`src/rtl/register_updown_param.sv`:
```
// WIDTH-bit up/down counter register with load, variable step and [LO,HI] bounds.
// Wraps or saturates at the bounds and keeps sticky overflow/underflow flags.
module register_updown_param #(
    parameter int WIDTH     = 8,
    parameter int LO        = 0,
    parameter int HI        = 2**WIDTH - 1,
    parameter int RESET_VAL = LO
) (
    input  logic             clk,
    input  logic             rst,
    input  logic             ld,
    input  logic             inc,
    input  logic             dec,
    input  logic [WIDTH-1:0] in,
    input  logic [WIDTH-1:0] step,
    input  logic             sat_mode,
    input  logic             clr_flags,
    output logic [WIDTH-1:0] out,
    output logic             at_max,
    output logic             at_min,
    output logic             ovf,
    output logic             unf
);

    // Bound arithmetic is one bit wider so that out+step and out+R never truncate.
    localparam logic [WIDTH-1:0] LO_W  = WIDTH'(LO);
    localparam logic [WIDTH-1:0] HI_W  = WIDTH'(HI);
    localparam logic [WIDTH:0]   LO_X  = (WIDTH+1)'(LO);
    localparam logic [WIDTH:0]   HI_X  = (WIDTH+1)'(HI);
    localparam logic [WIDTH:0]   R_X   = (WIDTH+1)'(HI - LO + 1);
    localparam logic [WIDTH-1:0] RST_W = WIDTH'(RESET_VAL);

    logic [WIDTH-1:0] out_reg, out_next;
    logic             ovf_reg, ovf_next;
    logic             unf_reg, unf_next;

    logic [WIDTH:0] out_x;
    logic [WIDTH:0] step_x;
    logic [WIDTH:0] step_eff;
    logic [WIDTH:0] sum_x;
    logic [WIDTH:0] lo_plus_step;

    assign out_x        = {1'b0, out_reg};
    assign step_x       = {1'b0, step};
    // A step larger than the range is clamped so a single wrap always lands in bounds.
    assign step_eff     = (step_x > R_X) ? R_X : step_x;
    assign sum_x        = out_x + step_eff;
    assign lo_plus_step = LO_X + step_eff;

    always_comb begin
        out_next = out_reg;
        ovf_next = clr_flags ? 1'b0 : ovf_reg;
        unf_next = clr_flags ? 1'b0 : unf_reg;
        if (ld) begin
            if (in < LO_W)
                out_next = LO_W;
            else if (in > HI_W)
                out_next = HI_W;
            else
                out_next = in;
        end else if (inc) begin
            if (sum_x > HI_X) begin
                ovf_next = 1'b1;
                out_next = sat_mode ? HI_W : WIDTH'(sum_x - R_X);
            end else begin
                out_next = WIDTH'(sum_x);
            end
        end else if (dec) begin
            // out-step < LO is tested as out < LO+step to stay unsigned.
            if (out_x < lo_plus_step) begin
                unf_next = 1'b1;
                out_next = sat_mode ? LO_W : WIDTH'(out_x + R_X - step_eff);
            end else begin
                out_next = WIDTH'(out_x - step_eff);
            end
        end
    end

    always_ff @(posedge clk) begin
        if (rst) begin
            out_reg <= RST_W;
            ovf_reg <= 1'b0;
            unf_reg <= 1'b0;
        end else begin
            out_reg <= out_next;
            ovf_reg <= ovf_next;
            unf_reg <= unf_next;
        end
    end

    assign out    = out_reg;
    assign ovf    = ovf_reg;
    assign unf    = unf_reg;
    assign at_max = (out_reg == HI_W);
    assign at_min = (out_reg == LO_W);

endmodule

```
`config.mk`:
```
export PLATFORM = sky130hd
export DESIGN_NAME = register_updown_param
export DESIGN_NICKNAME = d
export VERILOG_FILES = /design/src/rtl/register_updown_param.sv
export SDC_FILE = /design/constraint.sdc
export NUM_CORES = 1
export LEC_CHECK = 0
export ABC_AREA = 1
export CAP_MARGIN = 25
export CORE_UTILIZATION = 55
export CTS_CLUSTER_DIAMETER = 100
export CTS_CLUSTER_SIZE = 28
export DETAILED_ROUTE_END_ITERATION = 8
export GPL_TIMING_DRIVEN = 0
export HOLD_SLACK_MARGIN = 0.15
export PLACE_DENSITY = 0.84
export SLEW_MARGIN = 25
export SYNTH_ARGS = -nofsm -noshare
export SYNTH_HDL_FRONTEND = slang
export SYNTH_SLANG_ARGS = --single-unit
export TNS_END_PERCENT = 5
```
`constraint.sdc`:
```
create_clock -name clk -period 4.4 [get_ports clk]
set_input_delay 1.1 -clock clk [delete_from_list [all_inputs] [get_ports clk]]
set_output_delay 1.1 -clock clk [all_outputs]
set_load 0.01 [all_outputs]
```
# Yosys cells after proc, flatten, opt, wreduce, memory -nomap -nowiden
# Cells that the tools add are included.
[op_classes]
n_addsub = 5
order_cmp = 5
eq_ne = 1
n_mux = 19
n_reduce_logical = 2
[op_table]
columns = ["op", "n"]
rows = [
  ["8-bit 2-to-1 mux", 9],
  ["8-bit subtractor", 2],
  ["8-bit by 9-bit adder with 9-bit output", 1],
  ["8-bit by 9-bit greater-than comparator with 1-bit output, second input constant", 1],
  ["9-bit by 8-bit greater-than comparator with 1-bit output, second input constant", 1],
  ["8-bit by 9-bit < comparator with 1-bit output", 1],
  ["1-bit 2-to-1 mux", 9],
  ["9-bit 2-to-1 mux", 1],
  ["8-bit by 1-bit adder with 8-bit output, second input constant", 1],
  ["8-bit equality test, second input constant", 1],
  ["8-bit greater-than comparator, second input constant", 1],
  ["8-bit logical NOT", 1],
  ["8-bit by 1-bit < comparator with 1-bit output, second input constant", 1],
  ["8-bit by 1-bit subtractor with 8-bit output, second input constant", 1],
  ["3-bit nonzero test", 1],
]
[totals]
reg_bits = 10
inputBits = 23
out_inout_bits = 12
wordCells = 35

# Longest topological paths before layout
[depth]
depth_word = 8
mapped_depth = 15
depth_no_buf = 14

# Worst setup path after synthesis
# OpenSTA, ideal clock, no wires.
[synth_path]
path_type = "in2reg"
startpoint = "input step[0]"
endpoint = "register out_reg[3] (netlist: out[3])"
setup_time_ns = 0.109
arrival_time_ns = 2.347
required_time_ns = 4.291
path_slack_ns = 1.944
stages = 12
n_path_buf = 0
path_cell_list = "ha_1 fa_1 nand2_1 nand2_2 nand2_1 nand2_2 nand2_4 nand2_1 nand2_1 nand3_1 nand2_1 inv_1"
[synth_between]
elab_chain_len = 8
elab_cells_between_ends = 15
classes_between = "4 x add/sub; 3 x order compare; 8 x mux"
[synth_rtl]
columns = ["item", "line_no", "text"]
rows = [
  ["from (decl)", "15", "input logic [WIDTH-1:0] step,"],
  ["8-bit by 9-bit greater-than comparator with 1-bit output", "46", "assign step_eff = (step_x > R_X) ? R_X : step_x;"],
  ["9-bit 2-to-1 mux *", "46", ""],
  ["8-bit by 9-bit adder with 9-bit output or 8-bit subtractor (tied branches)", "47, 72", ""],
  ["8-bit by 1-bit subtractor with 8-bit output or 8-bit 2-to-1 mux (tied branches)", "64, 72", ""],
  ["8-bit 2-to-1 mux, on equally long branches", "64, 70", ""],
  ["8-bit 2-to-1 mux, on equally long branches", "62, 68", ""],
  ["8-bit 2-to-1 mux *", "61", "end else if (inc) begin"],
  ["8-bit 2-to-1 mux *", "54", "if (ld) begin"],
  ["to (signal assigned)", "85", "out_reg <= out_next;"],
  ["to (decl)", "33", "logic [WIDTH-1:0] out_reg, out_next;"],
]
# Every way passes the cells marked *; elsewhere a longest branch is shown, timed or not. The select of a mux whose other input is x is not followed.
# A chain may end at the register's enable or synchronous reset.

# Worst setup path in the final report
[layout_path]
startpoint = "register out_reg[3] (netlist: out[3])"
endpoint = "output at_min"
[layout_between]
elab_chain_len = 1
[layout_rtl]
columns = ["item", "line_no", "text"]
rows = [
  ["8-bit logical NOT", "95", "assign at_min = (out_reg == LO_W);"],
  ["to (decl)", "20", "output logic at_min,"],
]
# No other way between the ends.

==> flow_summary.toml <==
[clocking]
clk_path_buf_depth = 2
cts_hold_buf = 0
cts_root_buf = "clkbuf_4"
cts_resized = 0
cts_setup_buffers = 0
cts_tree = "yes"
cts_made_buffers = 3
clock_latency_ps = 270
htreeDepth = 1
clkTransAtPathRegs_ps = 70
clock-sinks = 10

[setup_path]
worstSetupPathType = "register to output port"
slowest_stage = "or4_1"
rrSetupSlack_ps = 2470
required_ps = 3300
worstPathArrival_ps = 1980
cp.buffers_inverters = 1
startpoint_type = "register"
cp_max_fo = 6
crit_family = "simple AND/OR/NAND/NOR gates"
endpoint_kind = "output port"
max_stage_delay_ps = 580
path_cells = "or4_1, nor4_1, clkdlybuf4s50_1"

[timing]
worst_pin_slew_ps = 451
max_freq_ghz = 0.325
rsz0062_at_grt = "no"
skew_ps = 4.95
maxSlewViolCount = 0
slew_headroom_pct = 69.8
min_period_over_period_pct = 70.0
hold_violations = 0
finalCriticalPeriod_ps = 3080
setup_viol = 0
finalSetupTns_ps = 0
hold_slack_ps = 464

[hold_path]
min_path_type = "register to register"

[logic_synthesis]
yosys_register_bits = 10
synth_top_cell_by_area = "nand2_1"
ys_warn_count = 0
synth_top_family_by_area = "simple AND/OR/NAND/NOR gates"
netlist_area_um2 = 1520
synthMuxAreaShare_pct = 0
async_flop_share_pct = 0
synthTopCellsByArea = "nand2_1 17%, dfxtp_1 13%, ha_1 13%"
syn_area_per_cell_um2 = 6.13
synth_edf_count = 0
synth_most_common_cell = "nand2_1"
dominantRegCellSynth = "dfxtp_1"
synth_compound_area_share_pct = 12.6
synth_seq_area_share_pct = 13.2
synthTopCellsByCount = "68 x nand2_1, 45 x inv_1, 20 x nand3_1"
synthAdderAreaFrac_pct = 15.8
synthXorXnorAreaFrac_pct = 3.46
yosys.cell_types.count = 27
yosys.area.top_type_share_pct = 16.8
synthesis.nets = 289
synth-simple-area-share_pct = 38.4
synthCells = 248

[die]
die_height_um = 54.6
die_w_um = 54.6
rows = 18
ioPinCount = 35
coreArea_um2 = 2540
initial_core_util_pct = 59.7
die-area_um2 = 2980

[job]
maxCapViolations = 0

[status]
status = "complete, no violations"

[layout]
drive_above_1_share_pct = 10.5
regArea_um2 = 200
syn_to_final_growth_pct = 27.2
multi_input_area_um2 = 1070
fin_cells = 316
antenna_cells = 0
nets = 328
fill_cells = 214
largest_register_ffs = 8

[global_route]
grt_pass1_vias = 1396
grt_pass1_wl_mm = 6.15
grtUsageTotal_pct = 29.4
grt_max_degree = 11
overflow = 0
antenna_found_initial = 0

[place]
io_buffer_count = 34
gp_congestion = 0.859
place_inst = 312
dp_hpwl_mm = 3.07

[routing]
firstDrtPassIters = 5
post_drt_wl_per_cell_um = 12.0
drc = 0
wl_mm = 3.80
drt_iter0_markers = 51
avgViaCountPerCell = 5.19
vias = 1639
ant_nets = 0

[power]
power_w = 0.000459
p_leak_nw = 1.03
ir_worst_vdd_mv = 0.255
powerDensity_nw_per_um2 = 237
worst min-delay path: cells and delay by family (launching register included):
family           cells  cell delay, ps
AO/OA/AOI/OAI        1              50
flip-flops           1             310
AND/OR/NAND/NOR      1              60
per-layer routing:
layer / routed length, um / GRT usage [%]
met5: 0 / 0
met4: 9 / 5.13
met3: 285 / 6.11
met2: 1760 / 47.0
met1: 1740 / 40.6
cell families (layout without fill, tap and decap cells):
group / after synthesis / in the layout
and+or+nand+nor: 124 / 124
adders and majority gates: 18 / 18
AOI/OAI and AO/OA: 34 / 34
DFF: 10 / 10
xor gates and xnor gates: 6 / 6
buffers and inverters: 56 / 94
through the flow:
stage,area [um^2],setup slack [ps],utilization (%)
2_1_floorplan,1520,1940,-
3_3_place_gp,1900,1320,74.6
3_5_place_dp,1900,1290,74.6
4_1_cts,1930,1320,76.0
5_1_grt,1930,1260,76.0
6_report,1930,1320,76.0
area by class of cell:
type / count / area share, %
buffer: 6 / 3.30
clock buffer: 4 / 1.88
inverter: 50 / 9.70
multi-input combinational: 182 / 55.2
sequential: 10 / 10.3
tap: 30 / 1.94
timing repair buffer: 34 / 17.6
final timing paths:
| check | start | end | cells after the start |
|---|---|---|---|
| setup / recovery | out[3]$_SDFFE_PP0P_ | at_min | 3 |
| hold / removal | unf$_SDFF_PP0_ | unf$_SDFF_PP0_ | 2 |
| setup reg to reg | out[0]$_SDFFE_PP0P_ | out[4]$_SDFFE_PP0P_ | 12 |
| hold reg to reg | unf$_SDFF_PP0_ | unf$_SDFF_PP0_ | 2 |
power breakdown:
group	switching [W]	total (W)	internal, W
logic	0.000144	0.000260	0.000116
registers	0.0000138	0.000113	0.0000990
clock network	0.0000355	0.0000858	0.0000503
total	0.000194	0.000459	0.000265
placed cells by master, fill, tap and decap left out, types with 2 or more instances in the layout:
master           count
o21bai_1             2
nand3_1             20
and2_1               2
ha_1                16
xor2_1               5
dfxtp_1             10
nor2_1              13
nor2_4               4
o21ai_0              9
nand4_1              8
nand2_1             68
fa_1                 2
a21oi_2              4
a21oi_1             18
inv_2                5
clkbuf_4             3
clkdlybuf4s50_1     34
inv_1               45
buf_6                5
nand2_2              3
(Power assumes the default switching activity.)
